## src/rtl/vta_enq_rr_arbiter.sv

```systemverilog
// rtl/vta_enq_rr_arbiter.sv - packet-locked round-robin arbiter for a shared queue enqueue port
module vta_enq_rr_arbiter #(
    parameter  int NUM_REQ   = 4,
    parameter  int DATA_W    = 128,
    parameter  int MAX_BURST = 16,
    localparam int IDX_W     = (NUM_REQ > 1) ? $clog2(NUM_REQ) : 1
) (
    input  logic                      clock,
    input  logic                      reset,
    input  logic [NUM_REQ-1:0]        io_in_valid,
    output logic [NUM_REQ-1:0]        io_in_ready,
    input  logic [NUM_REQ*DATA_W-1:0] io_in_bits,
    input  logic [NUM_REQ-1:0]        io_in_last,
    output logic                      io_out_valid,
    input  logic                      io_out_ready,
    output logic [DATA_W-1:0]         io_out_bits,
    output logic [IDX_W-1:0]          io_chosen,
    output logic                      io_busy
);

    localparam int              CNT_W    = (MAX_BURST > 1) ? $clog2(MAX_BURST) : 1;
    localparam logic [CNT_W-1:0] CNT_LAST = CNT_W'(MAX_BURST - 1);

    typedef enum logic {IDLE, BURST} state_t;

    state_t             state, state_next;
    logic [IDX_W-1:0]   rr_ptr, rr_ptr_next;
    logic [IDX_W-1:0]   grant, grant_next;
    logic [CNT_W-1:0]   beat_cnt, beat_cnt_next;
    logic [IDX_W-1:0]   winner;
    logic [IDX_W-1:0]   cand;
    logic               found;
    logic               xfer;
    logic               end_burst;
    logic [DATA_W-1:0]  lane [NUM_REQ];

    for (genvar g = 0; g < NUM_REQ; g++) begin : g_lane
        assign lane[g] = io_in_bits[g*DATA_W +: DATA_W];
    end

    // First valid requester at or after rr_ptr, wrapping modulo NUM_REQ.
    always_comb begin
        winner = rr_ptr;
        cand   = rr_ptr;
        found  = 1'b0;
        for (int i = 0; i < NUM_REQ; i++) begin
            cand = IDX_W'((int'(rr_ptr) + i) % NUM_REQ);
            if (!found && io_in_valid[cand]) begin
                winner = cand;
                found  = 1'b1;
            end
        end
    end

    assign xfer      = (state == BURST) && io_in_valid[grant] && io_out_ready;
    assign end_burst = io_in_last[grant] || (beat_cnt == CNT_LAST);

    always_ff @(posedge clock or posedge reset) begin
        if (reset) begin
            state    <= IDLE;
            rr_ptr   <= '0;
            grant    <= '0;
            beat_cnt <= '0;
        end else begin
            state    <= state_next;
            rr_ptr   <= rr_ptr_next;
            grant    <= grant_next;
            beat_cnt <= beat_cnt_next;
        end
    end

    always_comb begin
        state_next    = state;
        rr_ptr_next   = rr_ptr;
        grant_next    = grant;
        beat_cnt_next = beat_cnt;
        case (state)
            IDLE: begin
                if (found) begin
                    state_next    = BURST;
                    grant_next    = winner;
                    rr_ptr_next   = IDX_W'((int'(winner) + 1) % NUM_REQ);
                    beat_cnt_next = '0;
                end
            end
            BURST: begin
                // Forced release at MAX_BURST ignores last; the rest re-arbitrates.
                if (xfer) begin
                    if (end_burst) begin
                        state_next    = IDLE;
                        beat_cnt_next = '0;
                    end else begin
                        beat_cnt_next = beat_cnt + 1'b1;
                    end
                end
            end
            default: state_next = IDLE;
        endcase
    end

    always_comb begin
        io_out_valid = 1'b0;
        io_in_ready  = '0;
        io_out_bits  = lane[grant];
        if (state == BURST) begin
            io_out_valid       = io_in_valid[grant];
            io_in_ready[grant] = io_out_ready;
        end
    end

    assign io_busy   = (state == BURST);
    assign io_chosen = grant;

endmodule

```

## config.mk

```make
export PLATFORM = sky130hd
export DESIGN_NAME = vta_enq_rr_arbiter
export DESIGN_NICKNAME = d
export VERILOG_FILES = /design/src/rtl/vta_enq_rr_arbiter.sv
export SDC_FILE = /design/constraint.sdc
export NUM_CORES = 1
export LEC_CHECK = 0
export CAP_MARGIN = 20
export CORE_AREA = 2 2 257 259
export CTS_CLUSTER_DIAMETER = 150
export DETAILED_ROUTE_END_ITERATION = 8
export DIE_AREA = 0 0 259 261
export GPL_ROUTABILITY_DRIVEN = 0
export HOLD_SLACK_MARGIN = 0.06
export MAX_ROUTING_LAYER = met4
export PLACE_DENSITY_LB_ADDON = 0.12
export SLEW_MARGIN = 5
export SYNTH_ARGS = -nofsm -noshare
export SYNTH_HDL_FRONTEND = slang
export SYNTH_SLANG_ARGS = --single-unit
```

## constraint.sdc

```tcl
create_clock -name clock -period 2.1 [get_ports clock]
set_input_delay 0.21 -clock clock [delete_from_list [all_inputs] [get_ports clock]]
set_output_delay 0.21 -clock clock [all_outputs]
set_load 0.01 [all_outputs]
```

After elaboration in Yosys (flattened, before gate mapping)
Cells that the tools add are included.
{ "word_totals": {"register_bits": 9, "latchBits": 0, "mem_bits_rw": 0, "romBits": 0, "in_bits": 523, "output_inout_bits": 136, "wordCells": 68, "mem_count": 0} }
{ "classes": {"add_sub_neg": 5, "n_mul": 0, "n_div": 0, "order_cmp": 7, "eq_ne": 3, "shifts": 0, "n_mux": 34, "bitwise_logic": 3, "n_reduce_logical": 12} }
{ "ops": {"columns": ["op", "count"], "rows": [
  ["binary-select mux 128 bit (select 2 bit)", 1],
  ["two-way mux 128 bit", 2],
  ["two-way mux 4 bit", 4],
  ["< comparator 2 x 3 -> 1 bit (second input constant)", 5],
  ["two-way mux 1 bit", 15],
  ["binary-select mux 1 bit (select 2 bit)", 6],
  ["one-hot mux 4 bit (2 select lines)", 1],
  ["logical AND 1 bit", 6],
  ["two-way mux 2 bit", 3],
  ["adder 2 x 1 -> 2 bit (second input constant)", 2],
  ["adder 2 bit (second input constant)", 2],
  ["adder 4 x 1 -> 4 bit (second input constant)", 1],
  ["bitwise AND 4 bit", 1],
  ["== test 4 bit (second input constant)", 1],
  ["AND reduction 2 bit", 2],
  ["greater-or-equal comparator 3 bit (second input constant)", 1],
  ["logical NOT 1 bit", 3],
  ["inverter 2 -> 3 bit", 1],
  ["demux 1 bit (select 2 bit)", 1],
  ["greater-or-equal comparator 2 x 1 -> 1 bit (second input constant)", 1],
  ["inequality test 2 x 1 -> 1 bit (second input constant)", 1],
  ["inequality test 2 bit (second input constant)", 1],
  ["one-hot mux 1 bit (2 select lines)", 1],
  ["logical OR 1 bit", 1],
  ["inverter 1 bit", 1]
]} }

Longest topological paths before layout
Gate-level depths: netlist of the first run.
{ "logic_depth": {"depth_word": 14, "ltp_mapped": 6, "depth_no_buf": 5} }

Worst setup path before layout of the first run
OpenSTA, ideal clock, no wires.
{ "synth_path": {"path_type": "register -> output", "startpoint": "register grant[0] (netlist: io_chosen[0])", "endpoint": "output port io_out_bits[100]", "arrival_ns": 1.601, "required_time_ns": 1.890, "slack_ns": 0.289, "stages_incl_launch_ff": 5, "n_path_buf": 3, "path_cell_list": "dfrtp_1 buf_6 buf_2 buf_2 mux4_2"} }
{ "synth_via": {"elab_chain_len": 4} }
{ "synth_lines": {"columns": ["item", "line_no", "source"], "rows": [
  ["from (decl)", "28", "logic [IDX_W-1:0] grant, grant_next;"],
  ["from (signal assigned)", "67", "grant <= grant_next;"],
  ["inverter 2 -> 3 bit (implied by the code)", "104", "io_out_bits = lane[grant];"],
  ["binary-select mux 128 bit (select 2 bit)", "104", null],
  ["two-way mux 128 bit (implied by the code) (2 in a row)", "104", null],
  ["to (decl)", "16", "output logic [DATA_W-1:0] io_out_bits,"]
]} }
No other way between the ends. The select of a mux whose other input is x is not followed.

Worst setup path in the final report of the first run
{ "layout_path": {"startpoint": "register grant[0] (netlist: io_chosen[0])", "endpoint": "register beat_cnt[1]"} }
{ "layout_via": {"elab_chain_len": 6, "word_cells_on_any_way": 12, "classes_between": "eq/ne: 1; mux: 7; reduce/logical: 4"} }
{ "layout_lines": {"columns": ["item", "line_no", "source"], "rows": [
  ["binary-select mux 1 bit (select 2 bit), on equally long branches", "56, 55", null],
  ["two-way mux 1 bit, on equally long branches", "56, 55", null],
  ["logical OR 1 bit or logical AND 1 bit (tied branches)", "56, 55", null],
  ["two-way mux 4 bit or logical AND 1 bit (tied branches)", "89, 55", null],
  ["two-way mux 4 bit or inequality test 2 x 1 -> 1 bit (tied branches)", null, null],
  ["one-hot mux 4 bit (2 select lines) or AND reduction 2 bit (tied branches)", null, null],
  ["to (signal assigned)", "68", "beat_cnt <= beat_cnt_next;"],
  ["to (decl)", "29", "logic [CNT_W-1:0] beat_cnt, beat_cnt_next;"]
]} }
Parallel ways exist; a longest one is shown, timed or not. The select of a mux whose other input is x is not followed.
A chain may end at the register's enable or synchronous reset.

==> out/metrics.yaml, run 1 <==
status:
  violations: "negative setup slack"
  outcome: "finished with violations"
cells_and_area:
  syn2layout_area_growth_pct: 226.8
  post-route-util_pct: 18.44
  drive_above_1_share_pct: 32.87
  nets: 1456
  fillCellCount: 7116
  layout.cells.non_filler: 1802
  fin_area_mm2: 0.01200
timing:
  fin_crit_ns: 2.141
  skew_ns: 0.001516
  relSlewSlack_pct: 69.58
  finalCritPeriodShare_pct: 101.9
  drv_slew: 0
  setup-tns-final_ns: -0.1073
  rsz0062_at_grt: "true"
  setup_violations: 10
  setup_slack_ns: -0.04051
  hold_viol_final: 0
  max_freq_mhz: 467.2
  tightest_slew_ns: 0.4549
cts:
  clkTransAtPathRegs_ns: 0.04
  clock_latency_ns: 0.23
  cts_buffer_depth: 2
  htreeDepth: 1
  cts_tree: "built"
  clock-sinks: 9
  cts_hold_buf: 0
  cts-buffers-inserted: 3
  clk_root_buffer_cell: "clkbuf_16"
setup_path:
  critPathMostFrequentCell: "buf_12"
  crit_path_end_kind: "flip-flop"
  startpoint_type: "flip-flop"
  critPathMaxFanout: 8
  crit_type: "flip-flop to flip-flop"
  crit_buf_inv: 4
  path_cells: "buf_12 -> buf_6 -> buf_12 -> mux4_2 -> a311oi_4 -> buf_4 -> nand2_2 -> o21ai_1"
  worstPathArrival_ns: 2.30
  cp_top_family: "buffers and inverters"
  cpMaxStageDelayCell: "dfrtp_4"
  slowest_delay_ns: 0.50
  required_ns: 2.26
routing:
  via_count: 5637
  drt_iter0_drc: 132
  wire_per_inst_um: 22.24
  vias_per_cell: 3.128
  wl_mm: 40.08
  route.detailed.drc: 0
  postRouteAntennaNets: 0
  drt-pass1-iter-count: 4
synth:
  synth_edf_count: 0
  ys_ff_latch: 9
  synth_area_per_cell_um2: 16.10
  async_flop_share_pct: 100.0
  yosysSeqAreaShare_pct: 6.135
  synth.distinct_cells: 36
  syn-num-nets: 752
  ys.flop_type: "dfrtp_1"
  synth_area_mm2: 0.003671
  synth_cells: 228
  ys_warn_count: 0
pwr:
  switching_share_pct: 40.37
  seqPwrFrac_pct: 3.4
  powerDensity_mw_per_mm2: 920.5
  vdd_drop_max_uv: 325.2
  power.internal_w: 0.006585
  p_sw_w: 0.004458
  pwr-share-comb_pct: 93.6
  clkPwrFrac_pct: 3.0
  p_leak_nw: 4.325
job:
  cap_violations: 0
place:
  port_buffers: 658
  dpl.cell_count: 1759
  place_ws_ns: -0.07496
  dpl.hpwl_mm: 35.45
  placed_area_mm2: 0.01172
global_routing:
  grt_usage_pct: 11.21
  grt_pass1_wl_mm: 51.75
  antenna_found_initial: 8
  grt_pass1_vias: 6240
  grt_overflow: 0
  grt_start_max_net_pins: 28
floorplanning:
  initial_core_util_pct: 5.644
  die-area_mm2: 0.06760
  die_w_um: 259
  rows: 94
  die_h_um: 261
  coreArea_mm2: 0.06504
  ios: 659
min_path:
  min_path_type: "primary input to async pin"
==> cell families after synthesis <==
logic type,after synthesis,synth area share [%]
multiplexers,131,80.06
XOR/XNOR,2,0.4773
buffers and inverters,35,4.260
flip-flops,9,6.135
AO/OA/AOI/OAI,19,4.159
AND/OR/NAND/NOR,31,4.567
adder cells (fa/ha/maj),1,0.3408
==> cell type report <==
| type | count | area, um2 | area share, % |
|---|---|---|---|
| clock buffers | 4 | 78.83 | 0.6571 |
| well taps | 864 | 1081 | 9.012 |
| inverters | 4 | 15.01 | 0.1252 |
| repair buffers | 730 | 7251 | 60.45 |
| diodes | 7 | 17.52 | 0.1460 |
| multi-input cells | 184 | 3319 | 27.67 |
| flip-flops and latches | 9 | 232.7 | 1.940 |
==> Yosys cell counts, types with 2 or more instances <==
| master | instances | area, um2 |
|---|---|---|
| clkbuf_1 | 15 | 56.30 |
| o21ai_0 | 4 | 20.02 |
| inv_1 | 4 | 15.01 |
| o21bai_1 | 3 | 22.52 |
| nor2b_1 | 3 | 18.77 |
| and2_1 | 3 | 18.77 |
| nand3_1 | 3 | 15.01 |
| nand2_1 | 8 | 30.03 |
| a21oi_1 | 3 | 15.01 |
| buf_2 | 14 | 70.07 |
| mux4_2 | 130 | 2928 |
| nor2_1 | 5 | 18.77 |
| nor3b_1 | 2 | 15.01 |
| dfrtp_1 | 9 | 225.2 |
==> power by group through the flow <==
stage	clock network [W]	registers [W]	logic, W
after CTS	0.000339	0.000375	0.0103
after detailed placement	0	0.000370	0.0104
after floorplan	0	0.000309	0.00455
after global placement	0	0.000369	0.0104
after global routing	0.000348	0.000391	0.0110
final	0.000334	0.000374	0.0103
==> per-layer routing <==
metal	vias up	wire length, um	track usage (%)	share of wire, %
met1	2818	16400	13.17	41
met4	0	138	0.7225	0.34
li1	2506	-	-	-
met3	8	2535	2.391	6.3
met5	-	0	-	0
met2	305	21000	20.37	52
==> worst paths after layout <==
kind	from	to	slack, ns	cells past startpoint
setup / recovery	io_chosen[0]	beat_cnt[1]	-0.04	8
hold / removal	reset	io_chosen[0]	0.26	2
setup reg to reg	io_chosen[0]	beat_cnt[1]	-0.04	8
hold reg to reg	beat_cnt[0]	beat_cnt[0]	0.52	1
max in group asynchronous	reset	io_chosen[1]	1.52	2
min in group clock	beat_cnt[0]	beat_cnt[0]	0.52	1
==> worst reg2reg max path: stages, from the launching register on <==
cell	delay [ns]
dfrtp_4	0.50
buf_12	0.15
buf_6	0.12
buf_12	0.13
mux4_2	0.44
a311oi_4	0.39
buf_4	0.19
nand2_2	0.03
o21ai_1	0.11
==> registers in the layout, summed over array words and instances (netlist names) <==
| name | flops |
|---|---|
| beat_cnt | 4 |
| io_busy | 1 |
| io_chosen | 2 |
| rr_ptr | 2 |
==> what timing repair did <==
| item | in CTS | in global routing |
|---|---|---|
| gates resized for setup | 413 | 62 |
| setup buffers | 22 | 11 |
| pin swaps | 0 | 7 |
| endpoints found under the setup margin | 131 | 54 |
| gates cloned | 3 | 2 |
| hold endpoints to repair | 0 | 0 |
==> metrics by stage <==
step / hold WS, ns / power, W
floorplan: 0.03792 / 0.004859
global placement: 0.5299 / 0.01081
detailed placement: 0.5255 / 0.01076
CTS: 0.2895 / 0.01098
global route: 0.3260 / 0.01174
finish: 0.2638 / 0.01104
==> cell usage in the layout (no fill, tap or decap), types with 4 or more instances in the layout <==
| cell | count |
|---|---|
| clkdlybuf4s50_1 | 525 |
| mux4_2 | 130 |
| buf_2 | 53 |
| buf_6 | 35 |
| buf_4 | 30 |
| dlygate4sd2_1 | 26 |
| buf_12 | 21 |
| clkdlybuf4s15_1 | 16 |
| clkbuf_2 | 11 |
| diode_2 | 7 |
| nand2_1 | 7 |
| dfrtp_1 | 7 |
| nor2_1 | 5 |
| clkbuf_16 | 5 |
| inv_1 | 4 |
| buf_16 | 4 |
| clkdlybuf4s15_2 | 4 |
No activity file was read; power rests on OpenSTA's default activity.
==> inputs of run 2 (changes only) <==
--- a/config.mk
+++ b/config.mk
@@ -14,6 +14,7 @@
 export HOLD_SLACK_MARGIN = 0.06
 export MAX_ROUTING_LAYER = met4
 export PLACE_DENSITY_LB_ADDON = 0.12
+export SETUP_SLACK_MARGIN = 0.05
 export SLEW_MARGIN = 5
 export SYNTH_ARGS = -nofsm -noshare
 export SYNTH_HDL_FRONTEND = slang
==> constraint.sdc (replaced) <==
create_clock -name clock -period 2.1 [get_ports clock]
set_input_delay 0.42 -clock clock [delete_from_list [all_inputs] [get_ports clock]]
set_output_delay 0.42 -clock clock [all_outputs]
set_load 0.01 [all_outputs]
==> out/metrics.yaml, run 2 (synthesis gave the netlist of run 1 again) <==
setup_path:
  crit_type: "flip-flop to output pin"
  slowest_delay_ns: 0.51  # about the same
  path_cells: "buf_4 -> buf_8 -> buf_8 -> buf_8 -> mux4_2 -> buf_6"
  required_ns: 1.68  # -0.58 ns
  crit_path_end_kind: "output pin"
  reg2reg_depth: 8  # unchanged
  cp_top_family: "buffers and inverters"
  crit_buf_inv: 5  # +1
  critPathMostFrequentCell: "buf_8"
  critPathMaxFanout: 5  # -3
  worstPathArrival_ns: 1.88  # -0.42 ns
  cp.depth: 6  # -2
  cpMaxStageDelayCell: "dfrtp_4"
  r2r_setup_slack_ns: -0.10  # -0.06 ns
  startpoint_type: "flip-flop"
global_routing:
  grt_usage_pct: 11.39  # +0.18 points
  grt_pass1_vias: 6502  # +4.2%
  antenna_found_initial: 7  # -1
  grt_pass1_wl_mm: 52.93  # +2.3%
  grt_overflow: 0  # unchanged
  grt_start_max_net_pins: 22  # -21%
cells_and_area:
  register_area_um2: 232.7  # unchanged
  nets: 1490  # +2.3%
  multi_input_area_mm2: 0.003348  # +0.87%
  regMostFlops: "beat_cnt"
  post-route-util_pct: 19.61  # +1.2 points
  drive_above_1_share_pct: 39.48  # +6.6 points
  final_cell_mix: "523 x clkdlybuf4s50_1, 130 x mux4_2, 126 x buf_6"
  fillCellCount: 7059  # -0.80%
  syn2layout_area_growth_pct: 247.5
  largest_reg_flops: 4  # unchanged
  final_common_cell: "clkdlybuf4s50_1"
routing:
  postRouteAntennaNets: 0  # unchanged
  drt-pass1-iter-count: 4  # unchanged
  route.detailed.drc: 0  # unchanged
  wire_per_inst_um: 22.06  # -0.80%
  via_count: 5791  # +2.7%
  drt_iter0_drc: 256  # +94%
  vias_per_cell: 3.154  # +0.83%
  wl_mm: 40.50  # +1.1%
floorplanning:
  die-area_mm2: 0.06760  # unchanged
  initial_core_util_pct: 5.644  # unchanged
  ios: 659  # unchanged
  die_h_um: 261  # unchanged
  coreArea_mm2: 0.06504  # unchanged
  rows: 94  # unchanged
  die_w_um: 259  # unchanged
cts:
  clock_latency_ns: 0.23  # about the same
  cts-buffers-inserted: 3  # unchanged
  clkTransAtPathRegs_ns: 0.04  # about the same
  cts_buffer_depth: 2  # unchanged
  cts_hold_buf: 0  # unchanged
  htreeDepth: 1  # unchanged
  clock-sinks: 9  # unchanged
  cts_tree: "built"
  clk_root_buffer_cell: "clkbuf_16"
timing:
  relSlewSlack_pct: 73.69  # +4.1 points
  drv_slew: 0  # unchanged
  rsz0062_at_grt: "true"
  finalCritPeriodShare_pct: 109.5  # +7.5 points
  holdWs_ns: 0.4723  # +0.2085 ns
  skew_ns: 0.002991  # +0.001475 ns
  setup_slack_ns: -0.1988  # -0.1583 ns
  tightest_slew_ns: 0.3942  # -0.06077 ns
  hold_viol_final: 0  # unchanged
  max_freq_mhz: 435.0  # -6.9%
  setup_violations: 122  # +112
  fin_crit_ns: 2.299  # +0.1583 ns
place:
  dpl.hpwl_mm: 34.84  # -1.7%
  place_ws_ns: -0.3190  # -0.2440 ns
  port_buffers: 658  # unchanged
status:
  outcome: "finished with violations"
  violations: "negative setup slack"
pwr:
  vdd_drop_max_uv: 380.9  # +17%
  powerDensity_mw_per_mm2: 1011  # +9.8%
  p_leak_nw: 4.681  # +8.2%
job:
  cap_violations: 0  # unchanged
min_path:
  min_path_type: "primary input to async pin"
==> run 2: worst paths after layout <==
check | start | endpoint
max reg2reg | io_chosen[0] | beat_cnt[2]
min in group clock | beat_cnt[0] | beat_cnt[0]
max | io_chosen[0] | io_out_bits[7]
min | reset | io_busy
max in group asynchronous | reset | io_chosen[0]
min reg2reg | beat_cnt[0] | beat_cnt[0]
==> run 2: final cells by class <==
type                    instances  area share, %
flip-flops and latches          9          1.824
well taps                     864          8.474
clock buffers                   4         0.6179
repair buffers                764          62.58
multi-input cells             184          26.25
diodes                          7         0.1373
inverters                       4         0.1177
==> run 2: report_power, final <==
part / leakage [nW] / internal, W / switching [W]
Combinational: 4.53 / 0.00748 / 0.00471
Clock: 0.0382 / 0.000254 / 0.0000829
Sequential: 0.108 / 0.000256 / 0.000120
==> run 2: routing by layer <==
layer / GRT usage (%) / part of all wire [%]
met1: 13.19 / 39
met2: 20.63 / 53
met3: 2.662 / 7.6
met4: 1.028 / 0.65
met5: - / 0
==> run 2: worst register-to-register path: stages (launching register included) <==
cell and delay [ns]:
dfrtp_4 0.45, buf_12 0.17, buf_12 0.15, buf_8 0.12, mux4_2 0.53, a311oi_4 0.34, buf_4 0.18, a21oi_2 0.04
o22ai_1 0.13
==> run 2: per-stage QoR <==
step	cells	area [um2]	TNS, ns	total power, W
floorplan	228	3671	0	0.004859
global placement	1772	11770	-25.13	0.01095
detailed placement	1772	11770	-24.67	0.01087
CTS	1821	12200	-14.91	0.01205
global route	1836	12760	-17.96	0.01369
finish	1836	12760	-11.29	0.01290
==> run 2: what timing repair did <==
action	4_1_cts	5_1_grt
gates cloned	3	3
setup endpoints to repair	136	140
pin swaps	1	5
setup buffers	44	10
resized for setup	598	149
==> inputs of run 3 (changes only) <==
--- a/config.mk
+++ b/config.mk
@@ -5,7 +5,6 @@
 export SDC_FILE = /design/constraint.sdc
 export NUM_CORES = 1
 export LEC_CHECK = 0
-export CAP_MARGIN = 20
 export CORE_AREA = 2 2 257 259
 export CTS_CLUSTER_DIAMETER = 150
 export DETAILED_ROUTE_END_ITERATION = 8
==> results of run 3 <==
Same layout as run 2: the final DEF is identical, and so are final timing and power.
